--- src/rtl/handshake_sink.sv ---
// rtl/handshake_sink.sv - four-phase req/ack receiver presenting words as a valid/ready stream (optional HS_SINK_TIMEOUT_EN)
module handshake_sink #(
    parameter int WIDTH          = 25,
    parameter int SYNC_STAGES    = 2,
    parameter int TIMEOUT_CYCLES = 1024
) (
    input  logic             clk,
    input  logic             rst_n,
    input  logic             req_l,
    input  logic [WIDTH-1:0] input_pins,
    output logic             ack_l,
    output logic             out_valid,
    input  logic             out_ready,
    output logic [WIDTH-1:0] out_data,
    output logic             timeout_err,
    output logic [15:0]      xfer_cnt
);

    generate
        if (SYNC_STAGES < 2) begin : g_bad_sync
            $error("handshake_sink: SYNC_STAGES must be >= 2");
        end
        if (WIDTH < 1) begin : g_bad_width
            $error("handshake_sink: WIDTH must be >= 1");
        end
        if (TIMEOUT_CYCLES < 1) begin : g_bad_timeout
            $error("handshake_sink: TIMEOUT_CYCLES must be >= 1");
        end
    endgenerate

    typedef enum logic {
        IDLE = 1'b0,
        HOLD = 1'b1
    } state_t;

    state_t                 state;
    logic [SYNC_STAGES-1:0] sync_q;
    logic                   req_s;
    logic                   accept;

    assign req_s  = sync_q[SYNC_STAGES-1];
    assign accept = (state == IDLE) && req_s && (!out_valid || out_ready);

    // input_pins is sampled only on accept; the synchroniser delay is the bundling margin
    always_ff @(posedge clk) begin
        if (!rst_n) begin
            sync_q    <= '0;
            state     <= IDLE;
            ack_l     <= 1'b0;
            out_valid <= 1'b0;
            out_data  <= '0;
            xfer_cnt  <= '0;
        end else begin
            sync_q    <= {sync_q[SYNC_STAGES-2:0], req_l};
            out_valid <= accept || (out_valid && !out_ready);
            case (state)
                IDLE: begin
                    if (accept) begin
                        out_data <= input_pins;
                        ack_l    <= 1'b1;
                        xfer_cnt <= xfer_cnt + 16'd1;
                        state    <= HOLD;
                    end
                end
                HOLD: begin
                    if (!req_s) begin
                        ack_l <= 1'b0;
                        state <= IDLE;
                    end
                end
            endcase
        end
    end

`ifdef HS_SINK_TIMEOUT_EN
    localparam int TMO_W = $clog2(TIMEOUT_CYCLES + 1);

    logic [TMO_W-1:0] tmo_cnt;
    logic             tmo_err_q;

    // Counts HOLD cycles; the error latches on the TIMEOUT_CYCLES-th one and stays until reset
    always_ff @(posedge clk) begin
        if (!rst_n) begin
            tmo_cnt   <= '0;
            tmo_err_q <= 1'b0;
        end else if (accept) begin
            tmo_cnt <= '0;
        end else if (state == HOLD && tmo_cnt != TMO_W'(TIMEOUT_CYCLES)) begin
            tmo_cnt <= tmo_cnt + TMO_W'(1);
            if (tmo_cnt == TMO_W'(TIMEOUT_CYCLES - 1)) begin
                tmo_err_q <= 1'b1;
            end
        end
    end

    assign timeout_err = tmo_err_q;
`else
    assign timeout_err = 1'b0;
`endif

endmodule

--- config.mk ---
export PLATFORM = sky130hd
export DESIGN_NAME = handshake_sink
export DESIGN_NICKNAME = d
export VERILOG_FILES = /design/src/rtl/handshake_sink.sv
export SDC_FILE = /design/constraint.sdc
export NUM_CORES = 1
export LEC_CHECK = 0
export BUFFER_PORTS_ARGS = -buffer_cell sky130_fd_sc_hd__buf_2
export CORE_MARGIN = 2
export CORE_UTILIZATION = 40
export DETAILED_ROUTE_END_ITERATION = 7
export PLACE_DENSITY = 0.68
export SYNTH_ARGS = -nofsm -noshare
export SYNTH_HDL_FRONTEND = slang
export SYNTH_SLANG_ARGS = --single-unit
--- constraint.sdc ---
create_clock -name clk -period 2.6 [get_ports clk]
set_clock_uncertainty 0.2 [all_clocks]
set_input_delay 0 -clock clk [delete_from_list [all_inputs] [get_ports clk]]
set_output_delay 0 -clock clk [all_outputs]
set_load 0.1 [all_outputs]
Yosys cells after proc, flatten, opt, wreduce, memory -nomap -nowiden
Index checks and enable logic that the tools add are counted.
Cells by class
  add/subtract/negate cells: 1
  equal/unequal tests: 2
  mux-type cells: 6
  bitwise gates (word level): 1
  reductions and logical operators: 9
Operators by type and width (number)
  $add 16x1->16 const B: 1
  $mux 1: 4
  $ne 2x2->1 const B: 2
  $pmux 1 s2: 2
  $reduce_and 2->1: 2
  $logic_and 1x1->1: 3
  $logic_not 1->1: 2
  $logic_or 1x1->1: 2
  $not 1->1: 1
Word-level totals
  register bits: 46
  input port bits: 29
  logic and storage cells: 25

Depth between registers and ports, before layout
Gate-level depths: netlist of run 1.
  word-level depth: 5
  depth in mapped cells: 6
  mapped depth without buffers: 5

Worst setup path after synthesis of run 1
No wires, ideal clock.
  path type: reg-to-reg
  start: register xfer_cnt[0]
  end: register xfer_cnt[12]
  setup time: 0.070 ns
  arrival: 2.448 ns
  data required time: 2.330 ns
  slack: -0.119 ns
  stages on the path, launching flop included: 6
  path buffers: 0
  period minus slack after synthesis: 2.719 ns
  path through: dfxtp_1 > ha_1 > nand2_1 > or4_1 > or3_1 > a21oi_1
On the way
  word-level cells in the longest chain between the ends: 1
RTL lines
  start: declaration: line 16  | output logic [15:0] xfer_cnt
  start signal: assignment: line 61  | xfer_cnt <= xfer_cnt + 16'd1;
  $add 16x1->16: line 61
No other way between the ends.
A chain may end at the register's enable or synchronous reset.

Worst setup path after layout of run 1
  start: register state
  end: register xfer_cnt[15]
On the way
  word-level cells in the longest chain between the ends: 4
RTL lines
  start: declaration: line 36  | state_t state;
  start signal: assignment: line 48  | state <= IDLE;
  start signal: assignment: line 62  | state <= HOLD;
  start signal: assignment: line 68  | state <= IDLE;
  $not 1->1 (no line) (*)
  $logic_and 1x1->1 (2 in a row): line 42  | assign accept = (state == IDLE) && req_s && (!out_valid || out_ready);
  $reduce_and 2->1 (no line) (*)
Every way passes the cells marked *; elsewhere a longest branch is shown, timed or not.

==> results of run 1 <==
[worst reg2reg max path: cells and delay by family (launching register included)]
kind	cells	cell delay, ps
AO/OA/AOI/OAI	1	150
flip-flops	1	320
AND/OR/NAND/NOR	3	1310
[report_power, final]
| part | switching (W) | internal [W] | leakage (nW) |
|---|---|---|---|
| clock network | 0.000240 | 0.000287 | 0.0514 |
| logic | 0.000172 | 0.0000694 | 0.678 |
| registers | 0.00000879 | 0.000722 | 0.374 |
| total | 0.000421 | 0.00108 | 1.10 |
[cells in the mapped netlist (3+ instances only)]
master    instances  area share
clkbuf_1         10       0.021
inv_1             3      0.0063
nor2_1            7       0.015
o21ai_0           5       0.014
nand2b_1          4       0.014
or3_1             4       0.014
xnor2_1           4       0.020
nand3_1           7       0.020
nand2_1          62        0.13
or4_1             3       0.013
nor4_1            3       0.011
dfxtp_1          46        0.52
a21oi_1          35       0.099
mux2i_1           3       0.017
[cells by family after synthesis]
kind of cell             share of synthesized area
AO/OA/AOI/OAI                               0.1210
adder cells (fa/ha/maj)                   0.007036
flip-flops                                  0.5179
AND/OR/NAND/NOR                             0.2646
multiplexers                               0.01689
buffers and inverters                      0.04082
other                                     0.002109
XOR/XNOR                                   0.02956
[area by class of cell]
cell class	count	area share
Inverter	3	0.004373
Sequential cell	46	0.3586
Timing Repair Buffer	104	0.2634
Clock inverter	2	0.01458
Multi-Input combinational cell	155	0.3056
Tap cell	52	0.02527
Clock buffer	6	0.02818
[path summary, 6_finish.rpt]
| check | startpoint | end | slack, ps | cells past startpoint |
|---|---|---|---|---|
| worst max-delay path | state | xfer_cnt[15] | 560 | 4 |
| worst min-delay path | out_data[11] | out_data[11] | 250 | 2 |
| worst max register to register | state | xfer_cnt[15] | 560 | 4 |
| worst min register to register | out_data[11] | out_data[11] | 250 | 2 |
[through the flow]
stage / total power [W] / utilization / cell area [sq um] / std cells / worst slack (ps)
6_report: 0.001499 / 0.5955 / 2575 / 368 / 556.7
5_1_grt: 0.001550 / 0.5955 / 2575 / 368 / 434.7
4_1_cts: 0.001509 / 0.5955 / 2575 / 368 / 557.5
3_5_place_dp: 0.0009531 / 0.5006 / 2165 / 330 / 588.4
3_3_place_gp: 0.0009522 / 0.5006 / 2165 / 330 / 619.4
2_1_floorplan: 0.0009094 / - / 1780 / 217 / 16.63
[layout by cell type, fill, tap and decap left out, drive strengths merged]
cell type / count
nor2b: 1
nand4: 1
dfxtp: 46
xor2: 2
dlygate4sd3: 30
a21oi: 35
clkinvlp: 1
nor3: 2
nand3: 7
xnor2: 4
nor4: 3
or4: 4
and3: 1
nand2b: 4
or2b: 1
or3: 4
mux2i: 3
nand2: 62
and2: 2
and4: 2
o31ai: 2
bufinv: 1
inv: 3
o21ai: 5
nor2: 7
clkbuf: 6
and2b: 1
ha: 1
conb: 1
buf: 74
[state kept, by name (all words and copies together), names as in the netlist]
name / flops
out_data: 25
out_valid: 1
state: 1
sync_q: 2
xfer_cnt: 16
ack_l: 1
[layer usage]
metal / track usage / part of all wire
met4: 0.07128 / 0.023
met3: 0.05128 / 0.073
met1: 0.2170 / 0.43
met2: 0.3019 / 0.47
met5: 0 / 0
==> results.txt, run 1 <==
The number of I/O port buffers is 71, and the detailed-routing iteration count for the pre-antenna-repair pass is 4. The clock tree root buffer cell is clkbuf_8. The final-report max-slew violation count is 0, and the count of nets left with antenna violations after detail routing is 0. Counting the buffers created by CTS gives 5. Max-capacitance violation count: 0.

For the worst setup path, the data arrival time is 2070 ps. The sequential-to-total area share from yosys stat is 0.5179, and the data required time at the worst endpoint is 2620 ps. At the pin with the least slew margin, the transition time is 512.8 ps.

Summed over all layers, the routed wires come to 4383 um. For the total inserted antenna cells, the log shows 0. The final period demand of the worst path was 2043 ps.

Summing all multi-input logic gate instances after layout gives 787.0 sq um. Synthesis-stage register bit count: 46. The worst setup path is captured at a flip-flop.

The sum of negative setup slack is 0 ps, and the global-route wire length before repair is 7258 um. The run gives 0.4112 as the effective utilization at floorplan. For the total routing resource utilization after global routing, the log shows 0.1793. The number of failing setup endpoints in the final timing report was 0. IR analysis of the VDD net gives a maximum drop of 0.3578 mV. The power per unit of standard cell area was 582.0 mW/mm^2; the number of setup buffers added after CTS was 0.

Along the worst path, the maximum fanout reaches 7. The final number of hold-violating endpoints is 0. Summing all flip-flop and latch instances after layout gives 923.4 sq um. The count of filler cells inserted in the layout came out at 414. The run finished with clean final reports.

The run gives 345 as the final net count. The final route contains 1,804 vias. TritonCTS built the clock tree. The count of clock tree sinks is 46. The die extent in x was 70.67 um. For this run, design rule violations remaining after detail routing come to 0. The region available for standard cell placement spans 0.004324 sq mm.

The fmax is 489.4 MHz. Entering global routing, the biggest net connects 29 pins. The post-synthesis area per instance came out at 8.193 sq um. Row generation in the floorplan step produced 24 rows.

After detailed routing, the number of vias per cell comes to 4.902. After clock tree synthesis, the clock-pin slew on the worst setup and hold paths is 80 ps. Worst hold margin: 252.9 ps. For this run the aggregate overflow at the end of global routing stands at 0. The initial antenna violation count was 0. Setup repair after global routing left no endpoint under its margin. The run gives 2 as the number of H-tree levels.

The slowest stage of the critical path is the or4_4 cell. The number of library cell types mapped by synthesis was 30; the buffering stage count on the worst path with inverters included was 0. The worst setup path is of the reg2reg kind. The most frequently used flop master after synthesis is dfxtp_1.

The detailed router's first-iteration violation count was 104; the growth of design area from synthesis to finish was 44.83%. The classification of the worst-slack hold path is reg2reg. The die is 70.67 um tall.

The fraction of layout cells with a size suffix above 1 is 0.2690. Traced cell by cell, the critical path runs through nand2b_1 -> or4_4 -> or4_1 -> a21oi_1. Period utilization: 0.7859.

After detailed routing, the average wire length per cell comes to 11.91 um. Cell class contributing the biggest share of worst-path delay: simple AND/OR/NAND/NOR gates. The maximum clock insertion buffer count was 2.

The tightest slew margin relative to the limit was 0.6605. The kind of start point of the critical path was a flip-flop. Buffers inserted to repair hold after CTS numbered 30.

In this run, post-CTS repair resized a total of 0 instances. The via count of the first global-routing pass was 1,641; the full die area was 0.004994 sq mm. Yosys mapped a number of flops with a built-in enable equal to 0.

The congestion estimate from routability-driven global placement came to 0.7362. When the netlist entered floorplanning its net count stood at 247. The tools report the count of boundary I/O pins as 73. The tools report the count of synthesis-stage warnings from yosys as 0. For this run, the slowest stage of the critical path takes 590 ps. At the later pin of the worst-skew pair, clock insertion delay measures 300 ps. The netlist area before placement came out at 0.001778 sq mm. The logs give 217 for the post-synthesis cell count and 2799 um for the post-detailed-placement half-perimeter wirelength. The analysis attributes to cell leakage a power of 1.103 nW.

Share of flip-flops with an asynchronous set or reset after synthesis: 0.
Note: power is estimated with default switching activity, not from simulation.
==> run 2: changes to the inputs <==
--- a/config.mk
+++ b/config.mk
@@ -5,11 +5,12 @@
 export SDC_FILE = /design/constraint.sdc
 export NUM_CORES = 1
 export LEC_CHECK = 0
+export ABC_AREA = 1
 export BUFFER_PORTS_ARGS = -buffer_cell sky130_fd_sc_hd__buf_2
 export CORE_MARGIN = 2
 export CORE_UTILIZATION = 40
 export DETAILED_ROUTE_END_ITERATION = 7
-export PLACE_DENSITY = 0.68
+export PLACE_DENSITY = 0.7
 export SYNTH_ARGS = -nofsm -noshare
 export SYNTH_HDL_FRONTEND = slang
 export SYNTH_SLANG_ARGS = --single-unit
==> constraint.sdc (replaced) <==
create_clock -name clk -period 1.8 [get_ports clk]
set_clock_uncertainty 0.2 [all_clocks]
set_input_delay 0 -clock clk [delete_from_list [all_inputs] [get_ports clk]]
set_output_delay 0 -clock clk [all_outputs]
set_load 0.1 [all_outputs]
==> run 2 against run 1 <==
Combinational power increased by 91%. Via count increased by 6.2%. Worst setup slack worse by 320 ps. Die area up 5.8%. Non-clock buffer count fell by 1. Sequential power up 47%. Synthesized area up 6.2%. Critical path type unchanged. Critical endpoint is now out_data[18]. Largest cell class unchanged.
==> results.txt, run 2 <==
The synthesis-stage register bit count works out to 46 (unchanged). The run gives 0.001888 sq mm (+6.2%) as the netlist area before placement. The most frequently used flop master after synthesis was dfxtp_1.

The number of H-tree levels was 2 (unchanged); the die extent in x was 72.71 um (+2.9%). Final net count: 388 (+12%). The worst setup path is launched from a flip-flop. The worst hold margin came out at 211.2 ps (-41.79 ps).

TritonCTS built the clock tree. Clock transition at the registers of the reported paths: 90 ps (about the same). The worst setup path is of the reg2reg kind. The source-to-sink clock delay at the later pin of the worst-skew pair came out at 310 ps (about the same).

The final period demand of the worst path came out at 1561 ps (-482.7 ps). The logs give 246.1 ps (-342.2 ps) for the worst setup slack after placement and 0 (unchanged) for the max-capacitance violation count. met2 is the most crowded layer. The number of I/O port buffers was 71 (unchanged).

The met3 demand-to-capacity share in global routing is 0.04834 (-0.002940), and the die extent in y is 72.71 um (+2.9%). The run gives 0 (unchanged) as the initial antenna violation count. The run gives 0 (unchanged) as the total inserted antenna cells. In the post-synthesis netlist, the cell with the most instances is nor2_1. The area inside the core boundary was 0.004444 sq mm (+2.8%); the overall power was 0.002175 W (+45%). The number of rows created at floorplan was 24 (unchanged); the maximum clock insertion buffer count was 2 (unchanged). After synthesis, the cell types taking the most area are dfxtp_1, nor2_1, o21ai_0, nand2_1, inv_1. The routability congestion estimate from global placement is 0.7434 (+0.98%), and the period utilization is 0.8670 (+0.08109). The worst reg2reg path depth works out to 6 (+2). The effective utilization at floorplan came out at 0.4248 (+0.01366). The number of buffers created by CTS is 5 (unchanged).

The leading area contributor after synthesis was dfxtp_1. Final-report max-slew violation count: 0 (unchanged). For the sum of negative setup slack, the log shows 0 ps (unchanged).

Final number of hold-violating endpoints: 0 (unchanged). The share of flip-flops with an asynchronous set or reset after synthesis was 0 (unchanged). The largest net degree at the start of global routing is 30 (+3.4%), and the total routing resource utilization after global routing is 0.1777 (-0.001602).

The growth of design area from synthesis to finish is 40.82%, and the met1 capacity usage during global routing is 0.2203 (+0.003346). The minimum setup slack in the final design was 239.4 ps (-317.3 ps); the power per unit of standard cell area was 818.2 mW/mm^2 (+41%). The most common cell after layout, fill and taps aside was nor2_1.

The flip-flop count of the largest register, all copies and words added was 25 (unchanged); the number of gates resized after cts was 0 (unchanged). The post-detailed-placement half-perimeter wirelength came out at 2955 um (+5.6%). The net count after synthesis is 289 (+17%). The number of design rule violations left after detail routing is 0 (unchanged), and the fmax is 640.8 MHz (+31%). The count of placed standard cells in the final layout, fillers left out was 411 (+12%); the met2 capacity usage during global routing was 0.2889 (-0.01300). The full die area is 0.005286 sq mm (+5.8%). The logs give 446 (+7.7%) for the count of filler cells inserted in the layout and 0 (unchanged) for the count of nets left with antenna violations after detail routing. The post-synthesis area per instance works out to 7.290 sq um (-11%).

The count of flip-flops with a built-in enable after synthesis was 0 (unchanged); the maximum fanout along the worst path was 17 (+10). The detailed router's first-iteration violation count was 116 (+12%). The count of clock tree sinks was 46 (unchanged); the top-area cell type share of the netlist area was 0.4877 (-0.03020). The tree is rooted in a clkbuf_8. For the number of library cell types mapped by synthesis, the log shows 23 (-23%). The tools report the largest voltage drop on the vdd net as 0.4771 mV (+33%). Leaving out fill and tap cells, the most frequent cells in the layout are nor2_1, buf_2, dfxtp_1, o21ai_0, nand2_1. The detail-routed net length per standard cell was 11.05 um (-7.3%); the count of boundary I/O pins was 73 (unchanged). For the detailed-routing iteration count for the pre-antenna-repair pass, the log shows 4 (unchanged). The run gives 1570 ps (-500 ps) as the data arrival at the endpoint of the critical path.

The run finished with clean final reports. The worst hold path belongs to the class in2reg. The run gives 1.261 nW (+14%) as the cell leakage power.

The largest registers in the layout are out_data: 25 flops, xfer_cnt: 16 flops, sync_q: 2 flops. Setup repair after global routing left no endpoint under its margin. The total vias in the final route was 1,916 (+6.2%); the fraction of layout cells with a size suffix above 1 was 0.2981 (+0.02906). The detail-routed via count per cell is 4.662 (-4.9%). The sequential-to-total area share from yosys stat is 0.4877 (-0.03020). The tools report the via count of the first global-routing pass as 1,662 (+1.3%). Ranked by flip-flop count, first place goes to out_data.

The logs give 0 (unchanged) for the count of synthesis-stage warnings from yosys and 259 (+19%) for the post-synthesis cell count. For the remaining global-route overflow, the log shows 0 (unchanged). The commonest cells after synthesis are nor2_1, dfxtp_1, o21ai_0. The detailed-route wire length is 4540 um (+3.6%), and the number of failing setup endpoints in the final timing report is 0 (unchanged). The tools report the endpoint kind of the worst setup timing path as a flip-flop. The logs give 1810 ps (-810 ps) for the data required time at the worst endpoint and 375 (+14%) for the cell count after placement. For the global-route wire length before repair, the log shows 7362 um (+1.4%). The count of cells along the worst hold path came out at 4 (+2).
-- run 2: cell count changes after synthesis, sizes merged, moves of 20 or more --
cell,change
nor2,+76
o21ai,+27
a21oi,-25
nand2,-30
inv,+20
-- run 2: cells by family (layout without fill, tap and decap cells) --
logic type               after synthesis  count (layout)  synth area share
adder cells (fa/ha/maj)                1               1          0.006626
buffers and inverters                 34             134           0.08151
AND/OR/NAND/NOR                      133             133            0.3009
flip-flops                            46              46            0.4877
AO/OA/AOI/OAI                         44              44            0.1213
other                                  1               1          0.001986
-- run 2: cell type report --
class / instances / area (sq um) / area share
clock buffer: 5 / 68.82 / 0.02588
multi-input combinational: 179 / 813.3 / 0.3059
sequential: 46 / 938.4 / 0.3529
tap: 52 / 65.06 / 0.02447
timing repair buffer: 103 / 665.6 / 0.2504
clock inverter: 3 / 21.27 / 0.008000
inverter: 23 / 86.33 / 0.03247
-- run 2: power by group --
| group | switching [W] | internal, W | leakage (nW) |
|---|---|---|---|
| Combinational | 0.000345 | 0.000118 | 0.836 |
| Sequential | 0.0000197 | 0.00105 | 0.381 |
| Clock | 0.000366 | 0.000273 | 0.0441 |
| Total | 0.000731 | 0.00144 | 1.26 |
-- run 2: worst paths after layout --
kind                            slack (ps)       from            to
worst max-delay path                   240  sync_q[1]  out_data[18]
worst min-delay path                   210      req_l     sync_q[0]
worst max register to register         240  sync_q[1]  out_data[18]
worst min register to register         230  sync_q[0]     sync_q[1]
-- run 2: critical path, cell delays in order (launching register included) --
cell and delay, ps:
dfxtp_1 390, inv_1 70, nor2_2 110, nand2_2 200, buf_4 260, o21ai_0 180
nor2_1 60
-- run 2: metal layers --
metal / up-vias / wire length, um / share of wire
met5: - / 0 / 0
met4: 0 / 65 / 0.014
met3: 7 / 238 / 0.052
met2: 55 / 2167 / 0.48
met1: 842 / 2068 / 0.46
li1: 1012 / - / -
-- run 2: per-stage QoR --
stage,utilization,instance area [sq um]
floorplan,-,1906
global placement,0.5149,2288
detailed placement,0.5149,2288
CTS,0.5983,2659
global route,0.5983,2659
finish,0.5983,2659
-- run 2: repair_timing --
action                    4_1_cts  5_1_grt
hold buffers                   28        0
buffers inserted                0        0
hold endpoints to repair       35        0
